## src/rtl/nn_pkg.sv

```systemverilog
// Shared types and constants for the NN output-stage blocks.
//   fp32_t          : raw IEEE-754 single-precision word
//   FP32_EXP_NAN    : all-ones exponent (inf/NaN encodings)
//   NUM_CLASSES_DEF : default classifier width
//   argmax_state_e  : argmax controller states
//   fp32_is_nan()   : true for exp=FF with a non-zero mantissa
package nn_pkg;

  typedef logic [31:0] fp32_t;

  localparam logic [7:0] FP32_EXP_NAN    = 8'hFF;
  localparam int         NUM_CLASSES_DEF = 10;

  typedef enum logic [1:0] {
    IDLE  = 2'd0,
    ACCUM = 2'd1,
    DONE  = 2'd2
  } argmax_state_e;

  function automatic logic fp32_is_nan(input fp32_t v);
    return (v[30:23] == FP32_EXP_NAN) && (v[22:0] != 23'd0);
  endfunction

endpackage

```

## src/rtl/fp32_gt.sv

```systemverilog
// Combinational strict greater-than on fp32 words (a > b).
//   a, b : fp32 operands
//   gt   : 1 when a ranks strictly above b
// Ordering: NaN ranks below -inf (a NaN never wins, any number beats a NaN),
// +0 and -0 compare equal, everything else follows IEEE numeric order.
module fp32_gt
  import nn_pkg::*;
(
  input  fp32_t a,
  input  fp32_t b,
  output logic  gt
);

  logic a_nan;
  logic b_nan;
  logic both_zero;

  assign a_nan     = fp32_is_nan(a);
  assign b_nan     = fp32_is_nan(b);
  assign both_zero = (a[30:0] == 31'd0) && (b[30:0] == 31'd0);

  always_comb begin
    gt = 1'b0;
    if (a_nan) begin
      gt = 1'b0;
    end else if (b_nan) begin
      gt = 1'b1;
    end else if (a[31] != b[31]) begin
      // Positive beats negative unless the pair is just +0/-0.
      gt = !a[31] && !both_zero;
    end else if (!a[31]) begin
      gt = a[30:0] > b[30:0];
    end else begin
      // Both negative: the smaller magnitude is the larger value.
      gt = a[30:0] < b[30:0];
    end
  end

endmodule

```

## src/rtl/argmax_stream_ctrl.sv

```systemverilog
// Streaming argmax over one frame of NUM_CLASSES fp32 scores.
//   Clk, Reset_n          : clock, asynchronous active-low reset
//   clear                 : synchronous abort back to IDLE (highest priority)
//   in_valid/in_ready     : score stream handshake
//   in_score, in_last     : score word and producer end-of-frame marker
//   res_valid/res_ready   : result handshake
//   res_class             : index of the maximum score (earliest on ties)
//   res_err               : frame length did not match NUM_CLASSES
//   res_score             : winning score, only when ARGMAX_SCORE_OUT_EN is defined
module argmax_stream_ctrl
  import nn_pkg::*;
#(
  parameter int NUM_CLASSES = NUM_CLASSES_DEF,
  parameter int IDX_W       = 5
) (
  input  logic             Clk,
  input  logic             Reset_n,
  input  logic             clear,
  input  logic             in_valid,
  output logic             in_ready,
  input  logic [31:0]      in_score,
  input  logic             in_last,
  output logic             res_valid,
  input  logic             res_ready,
  output logic [IDX_W-1:0] res_class,
`ifdef ARGMAX_SCORE_OUT_EN
  output logic             res_err,
  output logic [31:0]      res_score
`else
  output logic             res_err
`endif
);

  localparam logic [IDX_W-1:0] LAST_IDX = IDX_W'(NUM_CLASSES - 1);

  argmax_state_e    state_q, state_d;
  logic [IDX_W-1:0] count_q, count_d;
  logic [IDX_W-1:0] best_q, best_d;
  fp32_t            max_q, max_d;
  logic             in_ready_q, in_ready_d;
  logic             res_valid_q, res_valid_d;
  logic [IDX_W-1:0] res_class_q, res_class_d;
  logic             res_err_q, res_err_d;

  logic accept;
  logic score_gt;
  logic at_end;

  fp32_t score_w;
  assign score_w = in_score;

  fp32_gt u_gt (
    .a  (score_w),
    .b  (max_q),
    .gt (score_gt)
  );

  assign accept = in_valid && in_ready_q;
  assign at_end = (count_q == LAST_IDX);

  always_comb begin
    state_d     = state_q;
    count_d     = count_q;
    best_d      = best_q;
    max_d       = max_q;
    res_valid_d = res_valid_q;
    res_class_d = res_class_q;
    res_err_d   = res_err_q;

    case (state_q)
      IDLE: begin
        if (accept) begin
          max_d   = score_w;
          best_d  = '0;
          count_d = IDX_W'(1);
          if (in_last) begin
            // A one-beat frame is always short.
            state_d     = DONE;
            res_valid_d = 1'b1;
            res_class_d = '0;
            res_err_d   = 1'b1;
          end else begin
            state_d = ACCUM;
          end
        end
      end
      ACCUM: begin
        if (accept) begin
          if (score_gt) begin
            max_d  = score_w;
            best_d = count_q;
          end
          if (at_end || in_last) begin
            // Result must already include the closing beat.
            state_d     = DONE;
            res_valid_d = 1'b1;
            res_class_d = score_gt ? count_q : best_q;
            res_err_d   = (in_last != at_end);
          end else begin
            count_d = count_q + IDX_W'(1);
          end
        end
      end
      DONE: begin
        if (res_valid_q && res_ready) begin
          state_d     = IDLE;
          res_valid_d = 1'b0;
        end
      end
      default: state_d = IDLE;
    endcase

    in_ready_d = (state_d != DONE);

    if (clear) begin
      state_d     = IDLE;
      count_d     = '0;
      best_d      = '0;
      max_d       = '0;
      in_ready_d  = 1'b0;
      res_valid_d = 1'b0;
      res_class_d = '0;
      res_err_d   = 1'b0;
    end
  end

  always_ff @(posedge Clk or negedge Reset_n) begin
    if (!Reset_n) begin
      state_q     <= IDLE;
      count_q     <= '0;
      best_q      <= '0;
      max_q       <= '0;
      in_ready_q  <= 1'b0;
      res_valid_q <= 1'b0;
      res_class_q <= '0;
      res_err_q   <= 1'b0;
    end else begin
      state_q     <= state_d;
      count_q     <= count_d;
      best_q      <= best_d;
      max_q       <= max_d;
      in_ready_q  <= in_ready_d;
      res_valid_q <= res_valid_d;
      res_class_q <= res_class_d;
      res_err_q   <= res_err_d;
    end
  end

  assign in_ready  = in_ready_q;
  assign res_valid = res_valid_q;
  assign res_class = res_class_q;
  assign res_err   = res_err_q;

`ifdef ARGMAX_SCORE_OUT_EN
  // max_q is frozen in DONE, so it doubles as the result score register.
  assign res_score = max_q;
`endif

endmodule

```

## config.mk

```make
export PLATFORM = sky130hd
export DESIGN_NAME = argmax_stream_ctrl
export DESIGN_NICKNAME = d
export VERILOG_FILES = /design/src/rtl/nn_pkg.sv /design/src/rtl/fp32_gt.sv /design/src/rtl/argmax_stream_ctrl.sv
export SDC_FILE = /design/constraint.sdc
export NUM_CORES = 1
export LEC_CHECK = 0
export CORE_MARGIN = 2
export CORE_UTILIZATION = 60
export CTS_CLUSTER_DIAMETER = 60
export DETAILED_ROUTE_END_ITERATION = 16
export PLACE_DENSITY = 0.86
export SYNTH_ARGS = -nofsm -noshare
export SYNTH_HDL_FRONTEND = slang
export SYNTH_SLANG_ARGS = --single-unit
```

## constraint.sdc

```tcl
create_clock -name Clk -period 6.1 [get_ports Clk]
set_input_delay 0.915 -clock Clk [delete_from_list [all_inputs] [get_ports Clk]]
set_output_delay 0.915 -clock Clk [all_outputs]
set_load 0.005 [all_outputs]
```

* Yosys cells after proc, flatten, opt, wreduce, memory -nomap -nowiden
Index checks and enable logic that the tools add are counted.
** Cells by class
- $add $sub $neg :: 1
- $lt $le $gt $ge :: 2
- Eq/ne operators :: 15
- Mux-type cells :: 44
- Reduce and logical (&&, ||, !) cells :: 21
** Operator list (count)
- $mux 32 :: 4
- $mux 5 :: 13
- $pmux 32 s2 :: 1
- $logic_not 31->1 :: 2
- $reduce_bool 23->1 :: 2
- $gt 31x31->1 :: 1
- $lt 31x31->1 :: 1
- $pmux 5 s2 :: 3
- $ne 3x3->1 const B :: 7
- $eq 8x8->1 const B :: 2
- $mux 1 :: 14
- $mux 2 :: 6
- $reduce_and 4->1 :: 2
- $logic_and 1x1->1 :: 6
- $pmux 2 s3 :: 1
- $reduce_and 6->1 :: 1
- $add 5x1->5 const B :: 1
- $eq 5x4->1 const B :: 1
- $reduce_and 5->1 :: 1
- $reduce_bool 4->1 :: 1
- $pmux 1 s3 :: 1
- $reduce_and 3->1 :: 1
- $reduce_bool 3->1 :: 1
- $eq 2x1->1 const B :: 1
- other kinds (7) :: 9
** Word-level totals
- Bits in registers :: 52
- Input bits :: 38
- Output and inout bits :: 8
- Logic and storage cells :: 91

* Depth between registers and ports, before layout
- Depth in word-level cells :: 12
- Depth in mapped cells :: 11
- Mapped depth without buffers :: 10

* Cells and area by module
Synthesis repeated with hierarchy kept, for this count alone.
** Second synthesis, totals
- Cell total of the unflattened synthesis :: 388
- Area, all modules :: 3484.6 um^2
** Modules (own cells, without submodules)
- argmax_stream_ctrl :: instances 1, cells each 242, area each 2482.4 um^2, seq. area each 1301.2 um^2
- fp32_gt :: instances 1, cells each 146, area each 1002.2 um^2, seq. area each 0.0 um^2

* Worst setup path before layout
OpenSTA, ideal clock, no wires.
- Kind :: input to register
- Start point :: in in_score[29]
- End point :: reg max_q[0]
- Setup time :: 0.128 ns
- Arrival :: 3.236 ns
- Data required time :: 5.972 ns
- Slack :: 2.737 ns
- Stages on the path :: 9
- Path buffers :: 0
- Cells stage by stage :: ha_1 -> nand4_1 -> or3_4 -> nor4_4 -> o41ai_1 -> a41o_1 -> o21ai_4 -> o2bb2ai_4 -> mux2_1
** On the way
- Cells in the longest elaborated chain, start to end :: 9
- Elaborated cells on any way between the ends :: 14
- Those cells by class :: 2 x order compare; 2 x eq/ne; 4 x mux; 6 x reduce/logical
** Ends and longest elaborated chain
- from (decl) :: RTL line argmax_stream_ctrl.sv:21 : input logic [31:0] in_score,
- branches (longest 6 deep; another with $gt 31x31->1)
- $mux 1 (*) :: RTL line fp32_gt.sv:24 : if (a_nan) begin
- $ne 3x3->1 (no source line) (*)
- $reduce_and 4->1 (no source line) (*)
- to (signal assigned) :: RTL line argmax_stream_ctrl.sv:141 : max_q <= max_d;
- to (decl) :: RTL line argmax_stream_ctrl.sv:39 : fp32_t max_q, max_d;
Mark *: on every way between the ends.
A chain may end at the register's enable or synchronous reset.

* Worst setup path in the final report
- Start point :: in in_score[29]
- End point :: reg max_q[31]
Same word-level chain as after synthesis.

==> run_results.csv <==
group,metric,value,unit
final_layout,area_growth_syn_to_layout,17.3,%
sta,worst_pin_slew,654,ps
status,run_status,"completed",
hold_path,hold_path.startpoint,"res_class[1]",
global_route,largest_net_degree_at_the_start_of_global_routing,53,
power_and_ir_drop,cellInternalPower,0.000546,W
logic_synthesis,synth_seq_cells,52,
logic_synthesis,synth_top_area_share,0.388,
critical_path,reg2reg_depth,11,
floorplanning,initial_core_util,0.616,
critical_path,crit_required,6310,ps
clock_tree,post_cts_buffers,0,
logic_synthesis,yosys_warnings,0,
drt,vias_per_cell,5.75,
power_and_ir_drop,p_seq_frac,0.489,
final_layout,stdcell_count,454,
drt,route.final.wire_length,7130,µm
sta,final-setup-viol-count,0,
sta,timing.final.crit_period,4300,ps
logic_synthesis,synth-xor-area-share,0.00784,
clock_tree,cts_root_buffer,"clkbuf_8",
critical_path,worst_setup_path_end_kind,"flop",
logic_synthesis,synthesis.area,0.00335,mm²
floorplanning,die_footprint,0.00620,mm²
global_route,global_route_wire_length_before_repair,12300,µm
logic_synthesis,post-synth-top-count-cell,"dfrtp_1",
logic_synthesis,asyncSetResetFlopFracSynth,1.00,
power_and_ir_drop,clkPwrFrac,0.257,
sta,hold_viol,0,
final_layout,n_antenna_cell,0,
global_route,globalRoute.totalOverflow,0,
clock_tree,clock_path_buffers,2,
sta,setup_tns,0,ps
critical_path,timing.rr.end,"max_q[31]",
critical_path,timing.reg2reg.setup_slack,2420,ps
sta,maximum_clock_skew_at_final_layout,10.9,ps
logic_synthesis,synth_simple_gate_area_frac,0.199,
logic_synthesis,synth_nets,407,
place,dpl_wire_length,5300,µm
logic_synthesis,synth.yosys.seq_area_share,0.388,
place,post-place-cells,446,
clock_tree,cts.hold.buffers_added,0,
critical_path,worstSetupStartpointType,"primary input",
drt,initialDrtViolationCount,95,
floorplanning,die_outline_height,78.7,µm
critical_path,r2r-start,"max_q[29]",
logic_synthesis,post_synth_edffs,0,
clock_tree,clock_tree.htree_level_count,2,
hold_path,worst_hold_path_type,"reg -> reg",
sta,post-route-period-util,0.705,
sta,setup_repair_after_global_routing_missed_its_margin,"false",
logic_synthesis,netlist_top_cells_count,"52 x dfrtp_1, 35 x mux2i_1, 34 x ha_1",
floorplanning,number_of_ports_placed_on_the_die_boundary,46,
place,io_buffers,45,
power_and_ir_drop,worst_ir_drop_vdd,0.125,mV
clock_tree,clkSinkCount,52,
power_and_ir_drop,power_dens_cells,203,mW/mm²
critical_path,cp_max_fo,19,
critical_path,timing.setup.critical_path_class,"in -> reg",
power_and_ir_drop,combinational_cell_fraction_of_total_power,0.253,
hold_path,holdPathStages,2,
drt,avg_wl_per_cell,15.7,µm
global_route,overall_routing_resource_usage,0.253,
drt,detailroute.via_count,2611,
hold_path,hold_end,"res_class[1]",
logic_synthesis,synth_top_family_by_area,"simple AND/OR/NAND/NOR gates",
sta,slew-limit-headroom,0.563,
final_layout,drive_gt1_frac,0.0471,
clock_tree,numCtsBuffers,5,
logic_synthesis,yosys.cell_types.count,43,
floorplanning,core_area,0.00544,mm²
clock_tree,clk_transition_reported_paths,100,ps
clock_tree,cts_tree,"yes",
global_route,first_global_vias,2726,
logic_synthesis,syn_area_per_cell,10.0,µm²
final_layout,nFillCells,409,
drt,detail-route-antenna-nets,0,
sta,finalMaxSlewViolations,0,
floorplanning,rows,27,
power_and_ir_drop,cellLeakagePower,1.76,nW
logic_synthesis,synth_top_flop_cell,"dfrtp_1",
power_and_ir_drop,p_sw,0.000250,W
final_layout,final_net_count,453,
logic_synthesis,synth_area_leader_cell,"dfrtp_1",
logic_synthesis,synth.area.mux_share,0.111,
global_route,grt_antenna_before_repair,0,
critical_path,worst-endpoint-arrival,4510,ps
logic_synthesis,synthTopCellsByArea,"dfrtp_1 39%, ha_1 13%, mux2i_1 10%",
place,final_weighted_congestion_of_routability_driven_global_placement,0.899,
sta,max_clk_rate,0.233,GHz
power_and_ir_drop,sw_frac_of_total,0.314,
job,maxCapViolations,0,
clock_tree,clock_insertion_delay_worst_skew,320,ps
clock_tree,post_cts_resized,0,
logic_synthesis,synth_fa_ha_area_frac,0.127,
floorplanning,floorplan.die.width,78.7,µm
drt,drc,0,
drt,drt_first_pass_iters,4,
logic_synthesis,post_synth_inst_count,335,
logic_synthesis,share_of_the_synthesized_area_in_compound_gates_ao_oa_aoi_oai,0.109,
[sequential cells by signal (all words and copies together), names as in the netlist]
name,cells
max_q,32
count_q,5
res_valid,1
state_q,2
res_class,5
best_q,5
in_ready,1
res_err,1
[routing by layer]
metal | vias to the layer above | part of all wire | track usage | wire (µm)
met1 | 1264 | 0.46 | 0.318 | 3310
met4 | 0 | 0.020 | 0.109 | 144
met5 | - | 0 | 0 | 0
met3 | 12 | 0.033 | 0.0432 | 238
met2 | 42 | 0.48 | 0.429 | 3440
li1 | 1293 | - | - | -
[worst max-delay path, cell delays in order]
cell and delay (ps):
clkdlybuf4s50_1 470, ha_1 350, nand4_1 140, or3_4 440, nor4_4 310, o41ai_1 140, a41o_1 280, o21ai_4 290
o2bb2ai_4 360, buf_4 440, mux2_1 360
[layout make-up]
type / instances / area [µm²] / area share
clock buffer: 5 / 68.8 / 0.0175
clock inverter: 3 / 21.3 / 0.00541
inverter: 33 / 124 / 0.0315
multi-input combinational: 241 / 1860 / 0.473
sequential: 52 / 1300 / 0.331
tap: 72 / 90.1 / 0.0229
timing repair buffer: 48 / 468 / 0.119
[worst max-delay path by stage]
| stage | from | slack [ps] | end | cells after the start |
|---|---|---|---|---|
| 5_1_grt | in_score[26] | 1550 | max_q[31] | 11 |
| 3_5_place_dp | in_score[29] | 1460 | max_q[31] | 11 |
| 6_report | in_score[29] | 1800 | max_q[31] | 11 |
| 3_3_place_gp | in_score[30] | 1540 | max_q[31] | 11 |
| 2_1_floorplan | in_score[29] | 2740 | max_q[0] | 9 |
| 4_1_cts | in_score[29] | 1780 | max_q[31] | 11 |
[power by group through the flow]
stage	combinational (W)	clock, W	sequential (W)
after floorplan	0.000134	0	0.000390
after CTS	0.000202	0.000210	0.000389
after detailed placement	0.000200	0	0.000396
after global placement	0.000195	0	0.000395
final	0.000202	0.000205	0.000390
after global routing	0.000226	0.000220	0.000393
[placed cells by master, fill, tap and decap left out, drive strengths merged, types with 2 or more instances in the layout]
cell,netlist,final
a211oi,3,3
a21o,2,2
a21oi,14,14
a22o,5,5
buf,3,4
clkbuf,6,5
clkdlybuf4s50,0,44
dfrtp,52,52
ha,34,34
inv,33,34
mux2,2,2
mux2i,35,35
nand2,16,16
nand2b,32,32
nand3,6,6
nand4,13,13
nor2,17,17
nor2b,4,4
nor3,5,5
nor4,16,16
o21a,3,3
o21ai,10,10
o31a,2,2
or2,2,2
or3,2,2
xor2,3,3
[metrics by stage]
step | hold slack, ps | area (µm²) | power, W | util | setup WS, ps
3_3_place_gp | 468 | 3840 | 0.000590 | 0.706 | 1540
2_1_floorplan | 472 | 3350 | 0.000524 | - | 2740
4_1_cts | 504 | 3930 | 0.000801 | 0.723 | 1780
5_1_grt | 543 | 3930 | 0.000839 | 0.723 | 1550
6_report | 492 | 3930 | 0.000796 | 0.723 | 1800
3_5_place_dp | 481 | 3840 | 0.000596 | 0.706 | 1460
[cell families after synthesis]
| kind of cell | after synthesis |
|---|---|
| xor gates and xnor gates | 3 |
| adders and majority gates | 34 |
| AOI/OAI and AO/OA | 50 |
| and+or+nand+nor | 117 |
| DFF | 52 |
| muxes | 37 |
| buffers and inverters | 42 |
Power figures use the tool's default switching activity.
